## src/rtl/ram_arb_pkg.sv

```systemverilog
// Shared types and constants for the RAM port arbiter slice.
//   port_id_e : requester identity (core / NoC), also the last_grant encoding
//   *_DEF     : default widths and RAM depth for ram_port_arbiter
//   STAT_W    : width of the optional statistics counters
//   sat_inc   : saturating increment for the statistics counters
package ram_arb_pkg;

  typedef enum logic {
    PORT_CORE = 1'b0,
    PORT_NOC  = 1'b1
  } port_id_e;

  localparam int unsigned DATA_W_DEF   = 32;
  localparam int unsigned ADDR_W_DEF   = 32;
  localparam int unsigned RAM_SIZE_DEF = 1024;
  localparam int unsigned STAT_W       = 16;

  // Increment that sticks at all-ones instead of wrapping.
  function automatic logic [STAT_W-1:0] sat_inc(input logic [STAT_W-1:0] v);
    return (&v) ? v : v + STAT_W'(1);
  endfunction

endpackage

```

## src/rtl/ram_port_arbiter_rr_arbiter2.sv

```systemverilog
// Two-input round-robin arbiter.
//   clk, rst : clock and synchronous active-high reset
//   req[1:0] : request vector, bit 0 = core, bit 1 = NoC
//   accept   : the current grant was taken this cycle
//   gnt[1:0] : one-hot grant, combinational from req and last_grant
// On a conflict the port that did not win last time is granted; last_grant
// resets to PORT_NOC so the core wins the first conflict.
module rr_arbiter2
  import ram_arb_pkg::*;
(
  input  logic       clk,
  input  logic       rst,
  input  logic [1:0] req,
  input  logic       accept,
  output logic [1:0] gnt
);

  port_id_e last_grant;

  // History register: only moves when a grant is actually consumed.
  always_ff @(posedge clk) begin
    if (rst) begin
      last_grant <= PORT_NOC;
    end else if (accept) begin
      last_grant <= gnt[1] ? PORT_NOC : PORT_CORE;
    end
  end

  // Grant decode.
  always_comb begin
    gnt = 2'b00;
    case (req)
      2'b01:   gnt = 2'b01;
      2'b10:   gnt = 2'b10;
      2'b11:   gnt = (last_grant == PORT_NOC) ? 2'b01 : 2'b10;
      default: gnt = 2'b00;
    endcase
  end

endmodule

```

## src/rtl/ram_port_arbiter.sv

```systemverilog
// Arbiter in front of a single-port word RAM with 1-cycle registered read.
// Serves the core and NoC request ports round-robin, one access per cycle,
// and returns a one-cycle response pulse the cycle after each accept.
//   clk, rst                  : clock, synchronous active-high reset
//   core_req_* / noc_req_*    : valid/ready request ports (we, addr, wdata)
//   core_rsp_* / noc_rsp_*    : response pulse and read data
//   ram_addr/ram_wr_data/ram_we, ram_rd_data : RAM interface
//   oob_err                   : sticky out-of-range access flag
// Optional (macro RAM_ARB_STATS_EN): core_grant_cnt, noc_grant_cnt,
// conflict_cnt saturating statistics counters.
module ram_port_arbiter
  import ram_arb_pkg::*;
#(
  parameter int unsigned RAM_SIZE = RAM_SIZE_DEF,
  parameter int unsigned DATA_W   = DATA_W_DEF,
  parameter int unsigned ADDR_W   = ADDR_W_DEF
) (
  input  logic              clk,
  input  logic              rst,
  input  logic              core_req_valid,
  output logic              core_req_ready,
  input  logic              core_req_we,
  input  logic [ADDR_W-1:0] core_req_addr,
  input  logic [DATA_W-1:0] core_req_wdata,
  output logic              core_rsp_valid,
  output logic [DATA_W-1:0] core_rsp_rdata,
  input  logic              noc_req_valid,
  output logic              noc_req_ready,
  input  logic              noc_req_we,
  input  logic [ADDR_W-1:0] noc_req_addr,
  input  logic [DATA_W-1:0] noc_req_wdata,
  output logic              noc_rsp_valid,
  output logic [DATA_W-1:0] noc_rsp_rdata,
  output logic [ADDR_W-1:0] ram_addr,
  output logic [DATA_W-1:0] ram_wr_data,
  output logic              ram_we,
  input  logic [DATA_W-1:0] ram_rd_data,
  output logic              oob_err
`ifdef RAM_ARB_STATS_EN
  ,
  output logic [STAT_W-1:0] core_grant_cnt,
  output logic [STAT_W-1:0] noc_grant_cnt,
  output logic [STAT_W-1:0] conflict_cnt
`endif
);

  logic [1:0]        req;
  logic [1:0]        gnt;
  logic              accept;
  logic              g_we;
  logic [ADDR_W-1:0] g_addr;
  logic [DATA_W-1:0] g_wdata;
  logic              in_range;

  // Requests are masked during reset so ready stays low and nothing is taken.
  assign req    = rst ? 2'b00 : {noc_req_valid, core_req_valid};
  assign accept = |gnt;

  rr_arbiter2 u_rr (
    .clk    (clk),
    .rst    (rst),
    .req    (req),
    .accept (accept),
    .gnt    (gnt)
  );

  // Ready equals grant: a granted valid is always accepted the same cycle.
  assign core_req_ready = gnt[0];
  assign noc_req_ready  = gnt[1];

  // Granted request mux; all zero when idle.
  always_comb begin
    g_we    = 1'b0;
    g_addr  = '0;
    g_wdata = '0;
    if (gnt[0]) begin
      g_we    = core_req_we;
      g_addr  = core_req_addr;
      g_wdata = core_req_wdata;
    end else if (gnt[1]) begin
      g_we    = noc_req_we;
      g_addr  = noc_req_addr;
      g_wdata = noc_req_wdata;
    end
  end

  assign in_range    = g_addr < ADDR_W'(RAM_SIZE);
  assign ram_addr    = g_addr;
  assign ram_wr_data = g_wdata;
  assign ram_we      = accept && g_we && in_range;

  // Per-port response tracking; rd_ok marks an in-range read whose RAM data
  // is returned, everything else (writes, OOB reads) returns zero.
  logic core_pend_q, core_rd_ok_q;
  logic noc_pend_q,  noc_rd_ok_q;

  always_ff @(posedge clk) begin
    if (rst) begin
      core_pend_q  <= 1'b0;
      core_rd_ok_q <= 1'b0;
      noc_pend_q   <= 1'b0;
      noc_rd_ok_q  <= 1'b0;
      oob_err      <= 1'b0;
    end else begin
      core_pend_q  <= gnt[0];
      core_rd_ok_q <= gnt[0] && !g_we && in_range;
      noc_pend_q   <= gnt[1];
      noc_rd_ok_q  <= gnt[1] && !g_we && in_range;
      if (accept && !in_range) begin
        oob_err <= 1'b1;
      end
    end
  end

  // A response pending when rst arrives is dropped, not delivered.
  assign core_rsp_valid = core_pend_q && !rst;
  assign noc_rsp_valid  = noc_pend_q && !rst;
  assign core_rsp_rdata = (core_rsp_valid && core_rd_ok_q) ? ram_rd_data : '0;
  assign noc_rsp_rdata  = (noc_rsp_valid && noc_rd_ok_q) ? ram_rd_data : '0;

`ifdef RAM_ARB_STATS_EN
  // Saturating grant and conflict statistics.
  always_ff @(posedge clk) begin
    if (rst) begin
      core_grant_cnt <= '0;
      noc_grant_cnt  <= '0;
      conflict_cnt   <= '0;
    end else begin
      if (gnt[0]) begin
        core_grant_cnt <= sat_inc(core_grant_cnt);
      end
      if (gnt[1]) begin
        noc_grant_cnt <= sat_inc(noc_grant_cnt);
      end
      if (req == 2'b11) begin
        conflict_cnt <= sat_inc(conflict_cnt);
      end
    end
  end
`endif

endmodule
```

## config.mk

```make
export PLATFORM = sky130hd
export DESIGN_NAME = ram_port_arbiter
export DESIGN_NICKNAME = d
export VERILOG_FILES = /design/src/rtl/ram_arb_pkg.sv /design/src/rtl/ram_port_arbiter_rr_arbiter2.sv /design/src/rtl/ram_port_arbiter.sv
export SDC_FILE = /design/constraint.sdc
export NUM_CORES = 1
export LEC_CHECK = 0
export BUFFER_PORTS_ARGS = -buffer_cell sky130_fd_sc_hd__buf_2
export CORE_AREA = 2 2 115 117
export DETAILED_ROUTE_END_ITERATION = 8
export DIE_AREA = 0 0 117 119
export GPL_TIMING_DRIVEN = 0
export RECOVER_POWER = 25
export SKIP_CTS_REPAIR_TIMING = 1
export SYNTH_ARGS = -nofsm -noshare
export SYNTH_HDL_FRONTEND = slang
export SYNTH_SLANG_ARGS = --single-unit
export TNS_END_PERCENT = 10
```

## constraint.sdc

```tcl
create_clock -name clk -period 6.1 [get_ports clk]
set_input_delay 0.61 -clock clk [delete_from_list [all_inputs] [get_ports clk]]
set_output_delay 0.61 -clock clk [all_outputs]
set_load 0.02 [all_outputs]
```

# ---- Yosys cells after proc, flatten, opt, wreduce, memory -nomap -nowiden
# Index checks and enable logic that the tools add are counted.
dict set report word_totals {
  register_bits 6
  latch_bits 0
  mem_bits_rw 0
  mem_bits_ro 0
  in_bits 166
  out_inout_bits 134
  wordCells 37
  n_memories 0
}
dict set report classes {
  add_sub_neg 0
  n_mul 0
  div_mod_pow 0
  n_lt_le_gt_ge 1
  eq_ne 3
  shift 0
  n_mux 12
  n_bitwise 0
  reduce_logical 15
}
# operator n
set ops {}
lappend ops {{32-bit two-way mux} 6}
lappend ops {{32-bit by 11-bit less-than comparator with 1-bit output (second input constant)} 1}
lappend ops {{1-bit logical AND} 11}
lappend ops {{2-bit case mux with 3 select lines} 1}
lappend ops {{2-bit equality test (second input constant)} 2}
lappend ops {{2-bit two-way mux} 2}
lappend ops {{1-bit logical NOT} 3}
lappend ops {{1-bit two-way mux} 3}
lappend ops {{2-bit by 1-bit equality test with 1-bit output (second input constant)} 1}
lappend ops {{2-bit OR reduction} 1}

# ---- Longest topological paths before layout
dict set report logic_depth {
  depth_word 8
  depth_mapped 8
}

# ---- Hierarchy
# A second synthesis with hierarchy kept.
dict set report hier_totals {
  hier_cells 199
  hier_area_um2 1430.1
}
# module instances cells_each area_per_inst_um2
set by_module_without_submodules {}
lappend by_module_without_submodules {ram_port_arbiter 1 193 1376.3}
lappend by_module_without_submodules {rr_arbiter2 1 6 53.8}

# ---- Worst setup path before layout
# Ideal clock, no wire load.
dict set report synth_timing {
  path_kind {input to output}
  startpoint {input port core_req_valid}
  endpoint {output port ram_we}
  arrival_time_ns 2.590
  t_required_ns 5.490
  setup_slack_ns 2.900
  path_stages 7
  cell_sequence {buf_2 a21boi_2 buf_2 a32oi_1 nor2_1 or4_1 nor4_1}
}
dict set report synth_between {
  elab_chain_cells 7
}
# element line_no
set synth_lines {}
lappend synth_lines {{from (decl)} ram_port_arbiter.sv:20} ;# input logic core_req_valid,
lappend synth_lines {{2-bit two-way mux (*)} ram_port_arbiter.sv:56} ;# assign req = rst ? 2'b00 : {noc_req_valid, core_req_valid};
lappend synth_lines {{2-bit equality test / 2-bit by 1-bit equality test with 1-bit output (equally long branches)} ram_port_arbiter_rr_arbiter2.sv:32} ;# case (req)
lappend synth_lines {{2-bit case mux with 3 select lines (*)} ram_port_arbiter_rr_arbiter2.sv:32}
lappend synth_lines {{32-bit two-way mux} ram_port_arbiter.sv:80} ;# end else if (gnt[1]) begin
lappend synth_lines {{32-bit two-way mux (*)} ram_port_arbiter.sv:76} ;# if (gnt[0]) begin
lappend synth_lines {{named net ram_addr[18]} ram_port_arbiter.sv:34} ;# output logic [ADDR_W-1:0] ram_addr,
lappend synth_lines {{32-bit by 11-bit less-than comparator with 1-bit output (*)} ram_port_arbiter.sv:87} ;# assign in_range = g_addr < ADDR_W'(RAM_SIZE);
lappend synth_lines {{1-bit logical AND (*)} ram_port_arbiter.sv:90} ;# assign ram_we = accept && g_we && in_range;
lappend synth_lines {{to (decl)} ram_port_arbiter.sv:36} ;# output logic ram_we,
# The timed path passes the listed nets; every way through them passes the cells marked *.

# ---- Worst setup path after layout
dict set report layout_timing {
  startpoint {input port core_req_valid}
  endpoint {output port ram_wr_data[8]}
}
dict set report layout_between {
  elab_chain_cells 5
}
# element line_no
set layout_lines {}
lappend layout_lines {{2-bit two-way mux (*)} ram_port_arbiter.sv:56}
lappend layout_lines {{2-bit equality test / 2-bit by 1-bit equality test with 1-bit output (equally long branches)} ram_port_arbiter_rr_arbiter2.sv:32}
lappend layout_lines {{2-bit case mux with 3 select lines (*)} ram_port_arbiter_rr_arbiter2.sv:32}
lappend layout_lines {{32-bit two-way mux} ram_port_arbiter.sv:80}
lappend layout_lines {{32-bit two-way mux (*)} ram_port_arbiter.sv:76}
lappend layout_lines {{to (decl)} ram_port_arbiter.sv:35} ;# output logic [DATA_W-1:0] ram_wr_data,
# Mark *: on every way between the ends. The rest lies on a longest branch, timed or not.

==> flow_metrics.env <==
export IMPL_synth_nets=389
export IMPL_synthCells=223
export IMPL_seqPwrFrac=0.119
export IMPL_worst_ep_required_time_ns=5.49
export IMPL_start_kind="primary input"
export IMPL_busiest_layer="met2"
export IMPL_synth_compound_area_frac=0.4233
export IMPL_fmax_mhz=265.7
export IMPL_synthXorXnorAreaFrac=0
export IMPL_clk_root_buffer_cell="clkbuf_16"
export IMPL_gr_usage_met1=0.1657
export IMPL_cts_clk_slew_worst_paths_ns=0.03
export IMPL_place_congestion=0.8121
export IMPL_avgSynthCellArea_um2=6.840
export IMPL_port_buffers=297
export IMPL_dieArea_um2=13920
export IMPL_drive_above_1_share=0.5315
export IMPL_die_height_um=119
export IMPL_via_count=3082
export IMPL_fin_area_um2=3264
export IMPL_slowest_stage="a21boi_0"
export IMPL_ys_warnings_count=0
export IMPL_via_per_inst=4.409
export IMPL_synth_mux_area_frac=0
export IMPL_arrival_ns=3.15
export IMPL_drv_cap=0
export IMPL_worstSetupEndpointType="output port"
export IMPL_coreArea_um2=12870
export IMPL_synth_cell_area_um2=1525
export IMPL_p_sw_w=0.0001411
export IMPL_slew_limit_headroom=0.5818
export IMPL_drc=0
export IMPL_yosys_area_share_simple=0.3962
export IMPL_critPathMaxFanout=10
export IMPL_netSwitchingFraction=0.3991
export IMPL_area_growth_pct=114.0
export IMPL_dr_first_iter_drc_count=137
export IMPL_grt_max_degree=11
export IMPL_cts_tree="yes"
export IMPL_hold_path_class="flop to flop"
export IMPL_drt_wl_total_mm=10.24
export IMPL_synth_top_family_by_area="compound AO/OA/AOI/OAI gates"
export IMPL_antenna_left=0
export IMPL_worst_pin_slew_ns=0.6217
export IMPL_ys_seq_area_frac=0.07875
export IMPL_use_met2=0.2298
export IMPL_rsz0062_at_grt="false"
export IMPL_status="finished clean"
export IMPL_core_rowCount=42
export IMPL_die_w_um=117
export IMPL_crit_path_frequent_cell="clkbuf_1"
export IMPL_overflow=0
export IMPL_use_met3=0.01781
export IMPL_p_clk_frac=0.293
export IMPL_drt_wirelength_per_cell_um=14.65
export IMPL_clock_skew_ns=0.0008843
export IMPL_dpl_cell_area_um2=3232
export IMPL_synth_fa_ha_area_frac=0
export IMPL_nNetsFinal=691
export IMPL_setup_tns_ns=0
export IMPL_grt_usage=0.1295
export IMPL_max_stage_delay_ns=0.56
export IMPL_post_route_period_util=0.6170
export IMPL_clockBufferDepth=2
export IMPL_comb_power_share=0.588
export IMPL_cts_made_buffers=3
export IMPL_antenna_cells=0
export IMPL_start_util=0.1185
export IMPL_grt_first_pass_wirelength_mm=14.15
export IMPL_ir_drop_uv=79.46
export IMPL_dp_hpwl_mm=8.787
export IMPL_finalPower_w=0.0003536
export IMPL_antenna_found_initial=0
export IMPL_drt_pass1_iterations=4
export IMPL_synth_seq_cells=6
export IMPL_crit_path_cell_trace="clkbuf_1 -> a21boi_0 -> clkbuf_1 -> and2_1 -> clkbuf_1 -> clkbuf_1 -> a22o_1 -> buf_2"
export IMPL_finalHoldViolCount=0
export IMPL_grt_pass1_vias=2683
export IMPL_setup_violations=0
export IMPL_finalMaxSlewViolations=0
export IMPL_clkSinkCount=6
export IMPL_power_density_nw_per_um2=108.3
export IMPL_p_int_w=0.0002125
export IMPL_p_leak_nw=2.070
export IMPL_clkLatencyLatePin_ns=0.22
export IMPL_worst_slack_ns=2.336
export IMPL_period_needed_ns=3.764
export IMPL_pre_cts_ws_ns=2.788
export IMPL_ys_types=23
export IMPL_top_level_ports=300
export IMPL_crit_type="primary input to output port"
export IMPL_cts_max_level=1
-- layer usage --
layer / routed length [um] / part of all wire / up-vias
met3: 779 / 0.076 / 12
met5: 0 / 0 / -
met4: 181 / 0.018 / 0
met1: 4332 / 0.42 / 1393
met2: 4947 / 0.48 / 190
li1: - / - / 1487
-- critical path: cells and delay by family --
family	cells	cell delay (ns)
AOI/OAI and AO/OA	2	0.80
and+or+nand+nor	1	0.19
buffers and inverters	5	1.54
-- synth_stat cells --
master,instances,area share
a21oi_1,10,0.033
and3_1,66,0.27
o21ai_0,1,0.0033
o41a_1,1,0.0074
nand2b_1,2,0.0082
nor2b_1,2,0.0082
buf_6,2,0.015
nor4_1,3,0.012
a21boi_2,1,0.0074
a22o_1,42,0.24
inv_1,2,0.0049
a32oi_1,22,0.13
a22oi_1,1,0.0049
nand2b_4,1,0.0090
or4_4,2,0.015
clkbuf_1,26,0.064
and2_1,2,0.0082
buf_1,2,0.0049
dfxtp_1,6,0.079
buf_2,4,0.013
or4_1,1,0.0049
nor2_1,23,0.057
nand3_1,1,0.0033
-- placed cells by master, fill, tap and decap left out, drive strengths merged --
cell and instances:
nand3 1, o21ai 1, and2 2, dfxtp 6, nor2 23, a21oi 10
clkbuf 60, a22oi 1, or4 3, nand2b 3, a32oi 22, buf 274
a21boi 1, a22o 42, and3 66, nor2b 2, inv 2, o41a 1
nor4 3
-- power by group through the flow --
stage / clock network, W / registers, W / logic, W
final: 0.000104 / 0.0000421 / 0.000208
after global routing: 0.000109 / 0.0000423 / 0.000222
after CTS: 0.000106 / 0.0000422 / 0.000211
after detailed placement: 0 / 0.0000428 / 0.000211
after global placement: 0 / 0.0000428 / 0.000209
after floorplan: 0 / 0.0000430 / 0.000107
-- final timing paths --
path,cells after the start,slack [ns],start,to
worst max-delay path,8,2.34,core_req_valid,ram_wr_data[8]
worst max register to register,6,3.70,u_rr.last_grant$_SDFFE_PP1P_,oob_err$_SDFFE_PP0P_
worst min register to register,1,0.48,oob_err$_SDFFE_PP0P_,oob_err$_SDFFE_PP0P_
worst min-delay path,1,0.48,oob_err$_SDFFE_PP0P_,oob_err$_SDFFE_PP0P_
-- per-stage QoR --
step | hold WS, ns | util | instances
after floorplan | 0.4899 | - | 223
after global placement | 0.4691 | 0.2510 | 696
after detailed placement | 0.4749 | 0.2510 | 696
after CTS | 0.4843 | 0.2569 | 699
after global routing | 0.5110 | 0.2535 | 699
final | 0.4832 | 0.2535 | 699
-- final cells by class --
| type | count | area (um^2) |
|---|---|---|
| plain buffers | 34 | 143.9 |
| clock buffers | 3 | 75.07 |
| fillers | 1471 | 9610 |
| inverters | 2 | 7.507 |
| multi-input cells | 181 | 1246 |
| flip-flops and latches | 6 | 120.1 |
| well taps | 176 | 220.2 |
| repair buffers | 297 | 1451 |
-- sequential cells by signal, summed over array words and instances (netlist names) --
name             cells
noc_rd_ok_q          1
noc_pend_q           1
oob_err              1
u_rr.last_grant      1
core_pend_q          1
core_rd_ok_q         1
-- logic make-up (layout without fill, tap and decap cells) --
logic type | Yosys count | after routing
and+or+nand+nor | 103 | 103
AOI/OAI and AO/OA | 78 | 78
buffers and inverters | 36 | 336
DFF | 6 | 6
Note: power is estimated with default switching activity, not from simulation.
